### src/rtl/axi_rd_arbiter_if.sv
// Read-channel bundle between two AXI masters, the arbiter and one slave port.
// The slave modport is the arbiter's view; the master modport is the environment driving it.
interface axi_rd_arbiter_if #(
    parameter int ID_W   = 4,
    parameter int IDS_W  = 8,
    parameter int ADDR_W = 32,
    parameter int DATA_W = 32,
    parameter int LEN_W  = 4,
    parameter int SIZE_W = 3
);
    logic [ID_W-1:0]   ARID_M0_i;
    logic [ADDR_W-1:0] ARADDR_M0_i;
    logic [LEN_W-1:0]  ARLEN_M0_i;
    logic [SIZE_W-1:0] ARSIZE_M0_i;
    logic [1:0]        ARBURST_M0_i;
    logic              ARVALID_M0_i;
    logic              ARREADY_M0_o;
    logic [ID_W-1:0]   RID_M0_o;
    logic [DATA_W-1:0] RDATA_M0_o;
    logic [1:0]        RRESP_M0_o;
    logic              RLAST_M0_o;
    logic              RVALID_M0_o;
    logic              RREADY_M0_i;

    logic [ID_W-1:0]   ARID_M1_i;
    logic [ADDR_W-1:0] ARADDR_M1_i;
    logic [LEN_W-1:0]  ARLEN_M1_i;
    logic [SIZE_W-1:0] ARSIZE_M1_i;
    logic [1:0]        ARBURST_M1_i;
    logic              ARVALID_M1_i;
    logic              ARREADY_M1_o;
    logic [ID_W-1:0]   RID_M1_o;
    logic [DATA_W-1:0] RDATA_M1_o;
    logic [1:0]        RRESP_M1_o;
    logic              RLAST_M1_o;
    logic              RVALID_M1_o;
    logic              RREADY_M1_i;

    logic [IDS_W-1:0]  ARID_S_o;
    logic [ADDR_W-1:0] ARADDR_S_o;
    logic [LEN_W-1:0]  ARLEN_S_o;
    logic [SIZE_W-1:0] ARSIZE_S_o;
    logic [1:0]        ARBURST_S_o;
    logic              ARVALID_S_o;
    logic              ARREADY_S_i;
    logic [IDS_W-1:0]  RID_S_i;
    logic [DATA_W-1:0] RDATA_S_i;
    logic [1:0]        RRESP_S_i;
    logic              RLAST_S_i;
    logic              RVALID_S_i;
    logic              RREADY_S_o;

    modport slave (
        input  ARID_M0_i, ARADDR_M0_i, ARLEN_M0_i, ARSIZE_M0_i, ARBURST_M0_i, ARVALID_M0_i, RREADY_M0_i,
        output ARREADY_M0_o, RID_M0_o, RDATA_M0_o, RRESP_M0_o, RLAST_M0_o, RVALID_M0_o,
        input  ARID_M1_i, ARADDR_M1_i, ARLEN_M1_i, ARSIZE_M1_i, ARBURST_M1_i, ARVALID_M1_i, RREADY_M1_i,
        output ARREADY_M1_o, RID_M1_o, RDATA_M1_o, RRESP_M1_o, RLAST_M1_o, RVALID_M1_o,
        output ARID_S_o, ARADDR_S_o, ARLEN_S_o, ARSIZE_S_o, ARBURST_S_o, ARVALID_S_o, RREADY_S_o,
        input  ARREADY_S_i, RID_S_i, RDATA_S_i, RRESP_S_i, RLAST_S_i, RVALID_S_i
    );

    modport master (
        output ARID_M0_i, ARADDR_M0_i, ARLEN_M0_i, ARSIZE_M0_i, ARBURST_M0_i, ARVALID_M0_i, RREADY_M0_i,
        input  ARREADY_M0_o, RID_M0_o, RDATA_M0_o, RRESP_M0_o, RLAST_M0_o, RVALID_M0_o,
        output ARID_M1_i, ARADDR_M1_i, ARLEN_M1_i, ARSIZE_M1_i, ARBURST_M1_i, ARVALID_M1_i, RREADY_M1_i,
        input  ARREADY_M1_o, RID_M1_o, RDATA_M1_o, RRESP_M1_o, RLAST_M1_o, RVALID_M1_o,
        input  ARID_S_o, ARADDR_S_o, ARLEN_S_o, ARSIZE_S_o, ARBURST_S_o, ARVALID_S_o, RREADY_S_o,
        output ARREADY_S_i, RID_S_i, RDATA_S_i, RRESP_S_i, RLAST_S_i, RVALID_S_i
    );
endinterface

### src/rtl/axi_rd_arbiter.sv
// Two-master round-robin read arbiter for one AXI slave port, one burst in flight.
// Optional decode-error responder for out-of-window addresses: define AXI_RD_ARB_DECERR_EN.
module axi_rd_arbiter #(
    parameter int ID_W   = 4,
    parameter int IDS_W  = 8,
    parameter int ADDR_W = 32,
    parameter int DATA_W = 32,
    parameter int LEN_W  = 4,
    parameter int SIZE_W = 3,
    parameter logic [ADDR_W-1:0] BASE_ADDR   = ADDR_W'(32'h0000_0000),
    parameter logic [ADDR_W-1:0] RANGE_BYTES = ADDR_W'(32'h0001_0000)
) (
    input  logic       AXI_CLK_i,
    input  logic       AXI_RST_i,
    axi_rd_arbiter_if.slave bus,
    output logic [1:0] dbg_state_o
);

    // Handshakes: a transfer happens on a rising edge where valid and ready are both 1;
    // valid never waits on ready, and a raised valid holds its payload until that transfer.
    typedef enum logic [1:0] {
        IDLE = 2'd0,
        ADDR = 2'd1,
        DATA = 2'd2
`ifdef AXI_RD_ARB_DECERR_EN
        ,
        ERR  = 2'd3
`endif
    } state_e;

    localparam logic [3:0] TAG_M0 = 4'b0001;
    localparam logic [3:0] TAG_M1 = 4'b0010;

    state_e            state_q, state_d;
    logic              grant_q, grant_d;
    logic              last_grant_q, last_grant_d;
    logic [IDS_W-1:0]  arid_q, arid_d;
    logic [ADDR_W-1:0] araddr_q, araddr_d;
    logic [LEN_W-1:0]  arlen_q, arlen_d;
    logic [SIZE_W-1:0] arsize_q, arsize_d;
    logic [1:0]        arburst_q, arburst_d;

    logic              pick_m1;
    logic [IDS_W-1:0]  sel_arid;
    logic [ADDR_W-1:0] sel_araddr;
    logic [LEN_W-1:0]  sel_arlen;
    logic [SIZE_W-1:0] sel_arsize;
    logic [1:0]        sel_arburst;
    logic              sel_rready;
    logic              arready_m0, arready_m1;

    logic              g_rvalid, g_rlast, rready_s;
    logic [ID_W-1:0]   g_rid;
    logic [DATA_W-1:0] g_rdata;
    logic [1:0]        g_rresp;

`ifdef AXI_RD_ARB_DECERR_EN
    localparam logic [ADDR_W:0] WIN_LO = {1'b0, BASE_ADDR};
    localparam logic [ADDR_W:0] WIN_HI = {1'b0, BASE_ADDR} + {1'b0, RANGE_BYTES};
    logic [LEN_W-1:0] beat_q, beat_d;
    logic             addr_ok;
    assign addr_ok = ({1'b0, sel_araddr} >= WIN_LO) && ({1'b0, sel_araddr} < WIN_HI);
`else
    logic unused_cfg;
    assign unused_cfg = ^{BASE_ADDR, RANGE_BYTES};
`endif

    // Routing follows the registered grant; the tag bits of the returned RID are not trusted.
    logic unused_rid_tag;
    assign unused_rid_tag = ^bus.RID_S_i[IDS_W-1:ID_W];

    always_comb begin
        pick_m1 = bus.ARVALID_M1_i && (!bus.ARVALID_M0_i || !last_grant_q);
        if (pick_m1) begin
            sel_arid    = {TAG_M1, bus.ARID_M1_i};
            sel_araddr  = bus.ARADDR_M1_i;
            sel_arlen   = bus.ARLEN_M1_i;
            sel_arsize  = bus.ARSIZE_M1_i;
            sel_arburst = bus.ARBURST_M1_i;
        end else begin
            sel_arid    = {TAG_M0, bus.ARID_M0_i};
            sel_araddr  = bus.ARADDR_M0_i;
            sel_arlen   = bus.ARLEN_M0_i;
            sel_arsize  = bus.ARSIZE_M0_i;
            sel_arburst = bus.ARBURST_M0_i;
        end
        sel_rready = grant_q ? bus.RREADY_M1_i : bus.RREADY_M0_i;
    end

    always_comb begin
        state_d      = state_q;
        grant_d      = grant_q;
        last_grant_d = last_grant_q;
        arid_d       = arid_q;
        araddr_d     = araddr_q;
        arlen_d      = arlen_q;
        arsize_d     = arsize_q;
        arburst_d    = arburst_q;
        arready_m0   = 1'b0;
        arready_m1   = 1'b0;
`ifdef AXI_RD_ARB_DECERR_EN
        beat_d       = beat_q;
`endif
        case (state_q)
            IDLE: begin
                if (bus.ARVALID_M0_i || bus.ARVALID_M1_i) begin
                    arready_m0   = !pick_m1;
                    arready_m1   = pick_m1;
                    grant_d      = pick_m1;
                    last_grant_d = pick_m1;
                    arid_d       = sel_arid;
                    araddr_d     = sel_araddr;
                    arlen_d      = sel_arlen;
                    arsize_d     = sel_arsize;
                    arburst_d    = sel_arburst;
                    state_d      = ADDR;
`ifdef AXI_RD_ARB_DECERR_EN
                    beat_d       = '0;
                    if (!addr_ok) state_d = ERR;
`endif
                end
            end
            ADDR: begin
                if (bus.ARREADY_S_i) state_d = DATA;
            end
            DATA: begin
                if (bus.RVALID_S_i && sel_rready && bus.RLAST_S_i) state_d = IDLE;
            end
`ifdef AXI_RD_ARB_DECERR_EN
            ERR: begin
                if (sel_rready) begin
                    if (beat_q == arlen_q) state_d = IDLE;
                    else                   beat_d  = beat_q + LEN_W'(1);
                end
            end
`endif
            default: state_d = IDLE;
        endcase
    end

    always_comb begin
        g_rvalid = 1'b0;
        g_rid    = '0;
        g_rdata  = '0;
        g_rresp  = 2'b00;
        g_rlast  = 1'b0;
        rready_s = 1'b0;
        case (state_q)
            DATA: begin
                g_rvalid = bus.RVALID_S_i;
                g_rid    = bus.RID_S_i[ID_W-1:0];
                g_rdata  = bus.RDATA_S_i;
                g_rresp  = bus.RRESP_S_i;
                g_rlast  = bus.RLAST_S_i;
                rready_s = sel_rready;
            end
`ifdef AXI_RD_ARB_DECERR_EN
            ERR: begin
                g_rvalid = 1'b1;
                g_rid    = arid_q[ID_W-1:0];
                g_rresp  = 2'b11;
                g_rlast  = (beat_q == arlen_q);
            end
`endif
            default: ;
        endcase
    end

    always_ff @(posedge AXI_CLK_i or negedge AXI_RST_i) begin
        if (!AXI_RST_i) begin
            state_q      <= IDLE;
            grant_q      <= 1'b0;
            last_grant_q <= 1'b1;
            arid_q       <= '0;
            araddr_q     <= '0;
            arlen_q      <= '0;
            arsize_q     <= '0;
            arburst_q    <= '0;
`ifdef AXI_RD_ARB_DECERR_EN
            beat_q       <= '0;
`endif
        end else begin
            state_q      <= state_d;
            grant_q      <= grant_d;
            last_grant_q <= last_grant_d;
            arid_q       <= arid_d;
            araddr_q     <= araddr_d;
            arlen_q      <= arlen_d;
            arsize_q     <= arsize_d;
            arburst_q    <= arburst_d;
`ifdef AXI_RD_ARB_DECERR_EN
            beat_q       <= beat_d;
`endif
        end
    end

    // ARREADY is gated by reset so nothing handshakes while reset is held.
    assign bus.ARREADY_M0_o = arready_m0 && AXI_RST_i;
    assign bus.ARREADY_M1_o = arready_m1 && AXI_RST_i;

    assign bus.ARVALID_S_o = (state_q == ADDR);
    assign bus.ARID_S_o    = arid_q;
    assign bus.ARADDR_S_o  = araddr_q;
    assign bus.ARLEN_S_o   = arlen_q;
    assign bus.ARSIZE_S_o  = arsize_q;
    assign bus.ARBURST_S_o = arburst_q;
    assign bus.RREADY_S_o  = rready_s;

    assign bus.RVALID_M0_o = !grant_q && g_rvalid;
    assign bus.RID_M0_o    = grant_q ? '0 : g_rid;
    assign bus.RDATA_M0_o  = grant_q ? '0 : g_rdata;
    assign bus.RRESP_M0_o  = grant_q ? 2'b00 : g_rresp;
    assign bus.RLAST_M0_o  = !grant_q && g_rlast;

    assign bus.RVALID_M1_o = grant_q && g_rvalid;
    assign bus.RID_M1_o    = grant_q ? g_rid : '0;
    assign bus.RDATA_M1_o  = grant_q ? g_rdata : '0;
    assign bus.RRESP_M1_o  = grant_q ? g_rresp : 2'b00;
    assign bus.RLAST_M1_o  = grant_q && g_rlast;

    assign dbg_state_o = state_q;

endmodule

### src/flat_wrapper.sv
// flat-port wrapper written by rule: the top's interface ports become plain ports
module axi_rd_arbiter_flat 
#(
    parameter int ID_W   = 4,
    parameter int IDS_W  = 8,
    parameter int ADDR_W = 32,
    parameter int DATA_W = 32,
    parameter int LEN_W  = 4,
    parameter int SIZE_W = 3,
    parameter logic [ADDR_W-1:0] BASE_ADDR   = ADDR_W'(32'h0000_0000),
    parameter logic [ADDR_W-1:0] RANGE_BYTES = ADDR_W'(32'h0001_0000)
)
  (AXI_CLK_i, AXI_RST_i, dbg_state_o, bus_ARID_M0_i, bus_ARADDR_M0_i, bus_ARLEN_M0_i, bus_ARSIZE_M0_i, bus_ARBURST_M0_i, bus_ARVALID_M0_i, bus_RREADY_M0_i, bus_ARREADY_M0_o, bus_RID_M0_o, bus_RDATA_M0_o, bus_RRESP_M0_o, bus_RLAST_M0_o, bus_RVALID_M0_o, bus_ARID_M1_i, bus_ARADDR_M1_i, bus_ARLEN_M1_i, bus_ARSIZE_M1_i, bus_ARBURST_M1_i, bus_ARVALID_M1_i, bus_RREADY_M1_i, bus_ARREADY_M1_o, bus_RID_M1_o, bus_RDATA_M1_o, bus_RRESP_M1_o, bus_RLAST_M1_o, bus_RVALID_M1_o, bus_ARID_S_o, bus_ARADDR_S_o, bus_ARLEN_S_o, bus_ARSIZE_S_o, bus_ARBURST_S_o, bus_ARVALID_S_o, bus_RREADY_S_o, bus_ARREADY_S_i, bus_RID_S_i, bus_RDATA_S_i, bus_RRESP_S_i, bus_RLAST_S_i, bus_RVALID_S_i);
  axi_rd_arbiter_if #(.ID_W(ID_W), .IDS_W(IDS_W), .ADDR_W(ADDR_W), .DATA_W(DATA_W), .LEN_W(LEN_W), .SIZE_W(SIZE_W)) bus_i ();
  input  logic AXI_CLK_i;
  input  logic AXI_RST_i;
  output logic [1:0] dbg_state_o;
  input wire logic [$bits(bus_i.ARID_M0_i)-1:0] bus_ARID_M0_i;
  input wire logic [$bits(bus_i.ARADDR_M0_i)-1:0] bus_ARADDR_M0_i;
  input wire logic [$bits(bus_i.ARLEN_M0_i)-1:0] bus_ARLEN_M0_i;
  input wire logic [$bits(bus_i.ARSIZE_M0_i)-1:0] bus_ARSIZE_M0_i;
  input wire logic [$bits(bus_i.ARBURST_M0_i)-1:0] bus_ARBURST_M0_i;
  input wire logic [$bits(bus_i.ARVALID_M0_i)-1:0] bus_ARVALID_M0_i;
  input wire logic [$bits(bus_i.RREADY_M0_i)-1:0] bus_RREADY_M0_i;
  output wire logic [$bits(bus_i.ARREADY_M0_o)-1:0] bus_ARREADY_M0_o;
  output wire logic [$bits(bus_i.RID_M0_o)-1:0] bus_RID_M0_o;
  output wire logic [$bits(bus_i.RDATA_M0_o)-1:0] bus_RDATA_M0_o;
  output wire logic [$bits(bus_i.RRESP_M0_o)-1:0] bus_RRESP_M0_o;
  output wire logic [$bits(bus_i.RLAST_M0_o)-1:0] bus_RLAST_M0_o;
  output wire logic [$bits(bus_i.RVALID_M0_o)-1:0] bus_RVALID_M0_o;
  input wire logic [$bits(bus_i.ARID_M1_i)-1:0] bus_ARID_M1_i;
  input wire logic [$bits(bus_i.ARADDR_M1_i)-1:0] bus_ARADDR_M1_i;
  input wire logic [$bits(bus_i.ARLEN_M1_i)-1:0] bus_ARLEN_M1_i;
  input wire logic [$bits(bus_i.ARSIZE_M1_i)-1:0] bus_ARSIZE_M1_i;
  input wire logic [$bits(bus_i.ARBURST_M1_i)-1:0] bus_ARBURST_M1_i;
  input wire logic [$bits(bus_i.ARVALID_M1_i)-1:0] bus_ARVALID_M1_i;
  input wire logic [$bits(bus_i.RREADY_M1_i)-1:0] bus_RREADY_M1_i;
  output wire logic [$bits(bus_i.ARREADY_M1_o)-1:0] bus_ARREADY_M1_o;
  output wire logic [$bits(bus_i.RID_M1_o)-1:0] bus_RID_M1_o;
  output wire logic [$bits(bus_i.RDATA_M1_o)-1:0] bus_RDATA_M1_o;
  output wire logic [$bits(bus_i.RRESP_M1_o)-1:0] bus_RRESP_M1_o;
  output wire logic [$bits(bus_i.RLAST_M1_o)-1:0] bus_RLAST_M1_o;
  output wire logic [$bits(bus_i.RVALID_M1_o)-1:0] bus_RVALID_M1_o;
  output wire logic [$bits(bus_i.ARID_S_o)-1:0] bus_ARID_S_o;
  output wire logic [$bits(bus_i.ARADDR_S_o)-1:0] bus_ARADDR_S_o;
  output wire logic [$bits(bus_i.ARLEN_S_o)-1:0] bus_ARLEN_S_o;
  output wire logic [$bits(bus_i.ARSIZE_S_o)-1:0] bus_ARSIZE_S_o;
  output wire logic [$bits(bus_i.ARBURST_S_o)-1:0] bus_ARBURST_S_o;
  output wire logic [$bits(bus_i.ARVALID_S_o)-1:0] bus_ARVALID_S_o;
  output wire logic [$bits(bus_i.RREADY_S_o)-1:0] bus_RREADY_S_o;
  input wire logic [$bits(bus_i.ARREADY_S_i)-1:0] bus_ARREADY_S_i;
  input wire logic [$bits(bus_i.RID_S_i)-1:0] bus_RID_S_i;
  input wire logic [$bits(bus_i.RDATA_S_i)-1:0] bus_RDATA_S_i;
  input wire logic [$bits(bus_i.RRESP_S_i)-1:0] bus_RRESP_S_i;
  input wire logic [$bits(bus_i.RLAST_S_i)-1:0] bus_RLAST_S_i;
  input wire logic [$bits(bus_i.RVALID_S_i)-1:0] bus_RVALID_S_i;
  assign bus_i.ARID_M0_i = bus_ARID_M0_i;
  assign bus_i.ARADDR_M0_i = bus_ARADDR_M0_i;
  assign bus_i.ARLEN_M0_i = bus_ARLEN_M0_i;
  assign bus_i.ARSIZE_M0_i = bus_ARSIZE_M0_i;
  assign bus_i.ARBURST_M0_i = bus_ARBURST_M0_i;
  assign bus_i.ARVALID_M0_i = bus_ARVALID_M0_i;
  assign bus_i.RREADY_M0_i = bus_RREADY_M0_i;
  assign bus_ARREADY_M0_o = bus_i.ARREADY_M0_o;
  assign bus_RID_M0_o = bus_i.RID_M0_o;
  assign bus_RDATA_M0_o = bus_i.RDATA_M0_o;
  assign bus_RRESP_M0_o = bus_i.RRESP_M0_o;
  assign bus_RLAST_M0_o = bus_i.RLAST_M0_o;
  assign bus_RVALID_M0_o = bus_i.RVALID_M0_o;
  assign bus_i.ARID_M1_i = bus_ARID_M1_i;
  assign bus_i.ARADDR_M1_i = bus_ARADDR_M1_i;
  assign bus_i.ARLEN_M1_i = bus_ARLEN_M1_i;
  assign bus_i.ARSIZE_M1_i = bus_ARSIZE_M1_i;
  assign bus_i.ARBURST_M1_i = bus_ARBURST_M1_i;
  assign bus_i.ARVALID_M1_i = bus_ARVALID_M1_i;
  assign bus_i.RREADY_M1_i = bus_RREADY_M1_i;
  assign bus_ARREADY_M1_o = bus_i.ARREADY_M1_o;
  assign bus_RID_M1_o = bus_i.RID_M1_o;
  assign bus_RDATA_M1_o = bus_i.RDATA_M1_o;
  assign bus_RRESP_M1_o = bus_i.RRESP_M1_o;
  assign bus_RLAST_M1_o = bus_i.RLAST_M1_o;
  assign bus_RVALID_M1_o = bus_i.RVALID_M1_o;
  assign bus_ARID_S_o = bus_i.ARID_S_o;
  assign bus_ARADDR_S_o = bus_i.ARADDR_S_o;
  assign bus_ARLEN_S_o = bus_i.ARLEN_S_o;
  assign bus_ARSIZE_S_o = bus_i.ARSIZE_S_o;
  assign bus_ARBURST_S_o = bus_i.ARBURST_S_o;
  assign bus_ARVALID_S_o = bus_i.ARVALID_S_o;
  assign bus_RREADY_S_o = bus_i.RREADY_S_o;
  assign bus_i.ARREADY_S_i = bus_ARREADY_S_i;
  assign bus_i.RID_S_i = bus_RID_S_i;
  assign bus_i.RDATA_S_i = bus_RDATA_S_i;
  assign bus_i.RRESP_S_i = bus_RRESP_S_i;
  assign bus_i.RLAST_S_i = bus_RLAST_S_i;
  assign bus_i.RVALID_S_i = bus_RVALID_S_i;
  axi_rd_arbiter #(.ID_W(ID_W), .IDS_W(IDS_W), .ADDR_W(ADDR_W), .DATA_W(DATA_W), .LEN_W(LEN_W), .SIZE_W(SIZE_W), .BASE_ADDR(BASE_ADDR), .RANGE_BYTES(RANGE_BYTES)) u_core (.AXI_CLK_i(AXI_CLK_i), .AXI_RST_i(AXI_RST_i), .bus(bus_i), .dbg_state_o(dbg_state_o));
endmodule
### config.mk
export PLATFORM = sky130hd
export DESIGN_NAME = axi_rd_arbiter_flat
export DESIGN_NICKNAME = d
export VERILOG_FILES = /design/src/rtl/axi_rd_arbiter_if.sv /design/src/rtl/axi_rd_arbiter.sv /design/src/flat_wrapper.sv
export SDC_FILE = /design/constraint.sdc
export NUM_CORES = 1
export LEC_CHECK = 0
export ABC_AREA = 0
export BUFFER_PORTS_ARGS = -buffer_cell sky130_fd_sc_hd__buf_2
export CORE_AREA = 2 2 108 110
export CTS_CLUSTER_SIZE = 40
export DETAILED_ROUTE_END_ITERATION = 10
export DIE_AREA = 0 0 110 112
export REMOVE_ABC_BUFFERS = 1
export SLEW_MARGIN = 20
export SYNTH_ARGS = -nofsm -noshare
export SYNTH_HDL_FRONTEND = slang
export SYNTH_SLANG_ARGS = --single-unit
export TNS_END_PERCENT = 10
### constraint.sdc
create_clock -name AXI_CLK_i -period 1.8 [get_ports AXI_CLK_i]
set_input_delay 0.27 -clock AXI_CLK_i [delete_from_list [all_inputs] [get_ports AXI_CLK_i]]
set_output_delay 0.27 -clock AXI_CLK_i [all_outputs]
set_load 0.02 [all_outputs]
==> impl_metrics.ini <==
[outcome]
status = completed

[floorplanning]
die_x_um = 110
coreArea_um2 = 11200
die_area_um2 = 12300
num_rows = 39
die_y_um = 112
start_util = 0.247
ios = 276

[timing]
rsz0062_at_grt = yes
post-route-period-util = 0.974
fmax_ghz = 0.570
final_hold_viol_count = 0
tns_ns = 0
whs_ns = 0.183
setup_viol = 0
period_needed_ns = 1.75
fin_worst_skew_ns = 0.00538
slew_violations = 0

[synth]
ys_seq_area_frac = 0.454
avgSynthCellArea_um2 = 10.1
synth-seq-cells = 50
yosysUniqueCellTypes = 22
syn-instance-count = 274
synthesis.area_um2 = 2760
yosys_warnings = 0

[grt]
grt_use_met1 = 0.190
gr-max-usage-layer = met2
grt_antenna_before_repair = 0
grt_max_degree = 41
grt_first_pass_wirelength_um = 15400
use_met2 = 0.285
grt_usage = 0.159
grt-ovfl-total = 0
grt_pass1_vias = 3040
met3_usage = 0.0316

[route]
ant_nets = 0
wl_per_cell_um = 15.3
via_per_inst = 4.66
remaining_drc_errors = 0
drtIter0Drc = 196
num_vias = 3181
drtPass1Iterations = 5
routed_wl_um = 10400

[power_and_ir_drop]
p_per_area_nw_per_um2 = 1550
power.switching_uw = 3180
intPower_uw = 4170
pwr-share-clk = 0.151
switching_share = 0.432
power.leakage_uw = 0.00278
p_seq_frac = 0.275
irDropWorstVdd_v = 0.000660
comb_power_share = 0.574

[setup_path]
start_kind = flip-flop
required_ns = 1.53
arrival_ns = 1.48
cp_cell_sequence = buf_4, nor2_4, and3_4, and2_1, buf_4
max_stage_delay_ns = 0.38
crit_family = simple AND/OR/NAND/NOR gates
worstPathMaxFanout = 4
cp-end-kind = output port
path_buf_inv = 2
cp_slowest_cell = dfrtp_1
crit_top_cell = buf_4
crit_type = reg2out

[layout]
antenna_cells = 0
drive_gt1_frac = 0.583
nets = 680
most-common-layout-cells = 238 x buf_2, 71 x and2_1, 47 x dfrtp_1, 46 x and3_1, 45 x a221o_1
area_growth_pct = 71.5
fin_area_um2 = 4730
final_common_cell = buf_2
final_core_util = 0.423

[place]
portBuffers = 269
place.gp.congestion = 0.744
dpl_cell_area_um2 = 4320
dpl.hpwl_um = 7780

[worst_hold_path]
min_path_type = in2reg

[clock_tree]
path_clk_slew_ns = 0.07
htreeDepth = 2
cts_tree = yes
cts_max_path_buffers = 2
cts-buffers-inserted = 5
insertion_delay_ns = 0.29
cts_root_buf = clkbuf_16
clock_sinks = 50

[job]
maxCapViolations = 0
[power groups by stage]
stage,Sequential (µW),Clock (µW),Combinational (µW)
6_report,2020,1110,4220
5_1_grt,2090,1180,4560
4_1_cts,2010,1140,4150
3_5_place_dp,2010,0,3960
3_3_place_gp,2020,0,3900
2_1_floorplan,2640,0,1680
[worst paths after layout]
kind	from	endpoint	slack, ns	cells past startpoint
max	u_core.dbg_state_o[0]$_DFFE_PN0P_	bus_ARREADY_M0_o	0.05	5
min	bus_ARREADY_S_i	u_core.dbg_state_o[0]$_DFFE_PN0P_	0.18	2
max reg2reg	u_core.dbg_state_o[0]$_DFFE_PN0P_	u_core.bus.ARADDR_S_o[11]$_DFFE_PN0P_	0.08	7
min reg2reg	u_core.bus.ARID_S_o[4]$_DFFE_PN0P_	u_core.bus.ARID_S_o[4]$_DFFE_PN0P_	0.49	1
max in group asynchronous	AXI_RST_i	u_core.bus.ARADDR_S_o[21]$_DFFE_PN0P_	0.97	3
min in group asynchronous	AXI_RST_i	u_core.last_grant_q$_DFFE_PN1P_	0.48	2
[synthesized netlist by cell type]
| master | count | area [µm²] |
|---|---|---|
| a21boi_1 | 1 | 7.51 |
| a21o_1 | 1 | 7.51 |
| a221o_1 | 45 | 450 |
| a22o_1 | 2 | 17.5 |
| and2_1 | 81 | 507 |
| and3_1 | 47 | 294 |
| buf_2 | 6 | 30.0 |
| buf_4 | 3 | 22.5 |
| clkbuf_1 | 19 | 71.3 |
| clkbuf_2 | 3 | 15.0 |
| conb_1 | 1 | 3.75 |
| dfrtp_1 | 49 | 1230 |
| dfstp_2 | 1 | 26.3 |
| inv_1 | 2 | 7.51 |
| mux2i_1 | 1 | 10.0 |
| nand2_1 | 1 | 3.75 |
| nand2b_1 | 3 | 18.8 |
| nor2_1 | 4 | 15.0 |
| nor2_2 | 1 | 6.26 |
| o21ai_0 | 1 | 5.00 |
| o21ai_1 | 1 | 5.00 |
| o2bb2ai_1 | 1 | 8.76 |
[sequential cells by signal, indices dropped and copies added (netlist names)]
signal and cells:
u_core.bus.ARADDR_S_o 32, u_core.bus.ARID_S_o 5, u_core.bus.ARLEN_S_o 4, u_core.bus.ARSIZE_S_o 3, u_core.bus.ARBURST_S_o 2, u_core.dbg_state_o 2, u_core.grant_q 1, u_core.last_grant_q 1
[logic make-up (layout without fill, tap and decap cells)]
family | count (synthesis) | in the layout | synth area share
mux | 1 | 1 | 0.00363
compound gates | 52 | 52 | 0.182
other cells | 1 | 2 | 0.00136
buf+inv | 33 | 298 | 0.0531
flops | 50 | 50 | 0.454
simple gates | 137 | 137 | 0.306
[final cells by class]
cell class / count / area, µm²
inverter: 2 / 7.51
clock buffer: 5 / 125
timing repair buffer: 288 / 1670
clock inverter: 3 / 48.8
sequential: 50 / 1250
multi-input combinational: 192 / 1440
tap: 143 / 179
fill: 1103 / 6440
[routing by layer]
layer,routed length [µm],share of wire
met5,0,0
met4,159,0.015
met1,4060,0.39
met3,848,0.081
met2,5360,0.51
[timing repair]
action                                 CTS  global route
setup endpoints to repair               82            82
resized for setup                       26            36
pin swaps                                1             2
gates cloned                             1             0
hold buffers                             1             0
endpoints found under the hold margin    1             0
setup buffers                            4             2
[through the flow]
stage	cells	total power [µW]	setup slack (ns)
floorplan	244	4320	-0.992
global placement	668	5930	0.179
detailed placement	668	5970	0.157
CTS	682	7310	-0.0556
global route	683	7830	-0.0295
finish	683	7350	0.0468
Note: power is estimated with default switching activity, not from simulation.
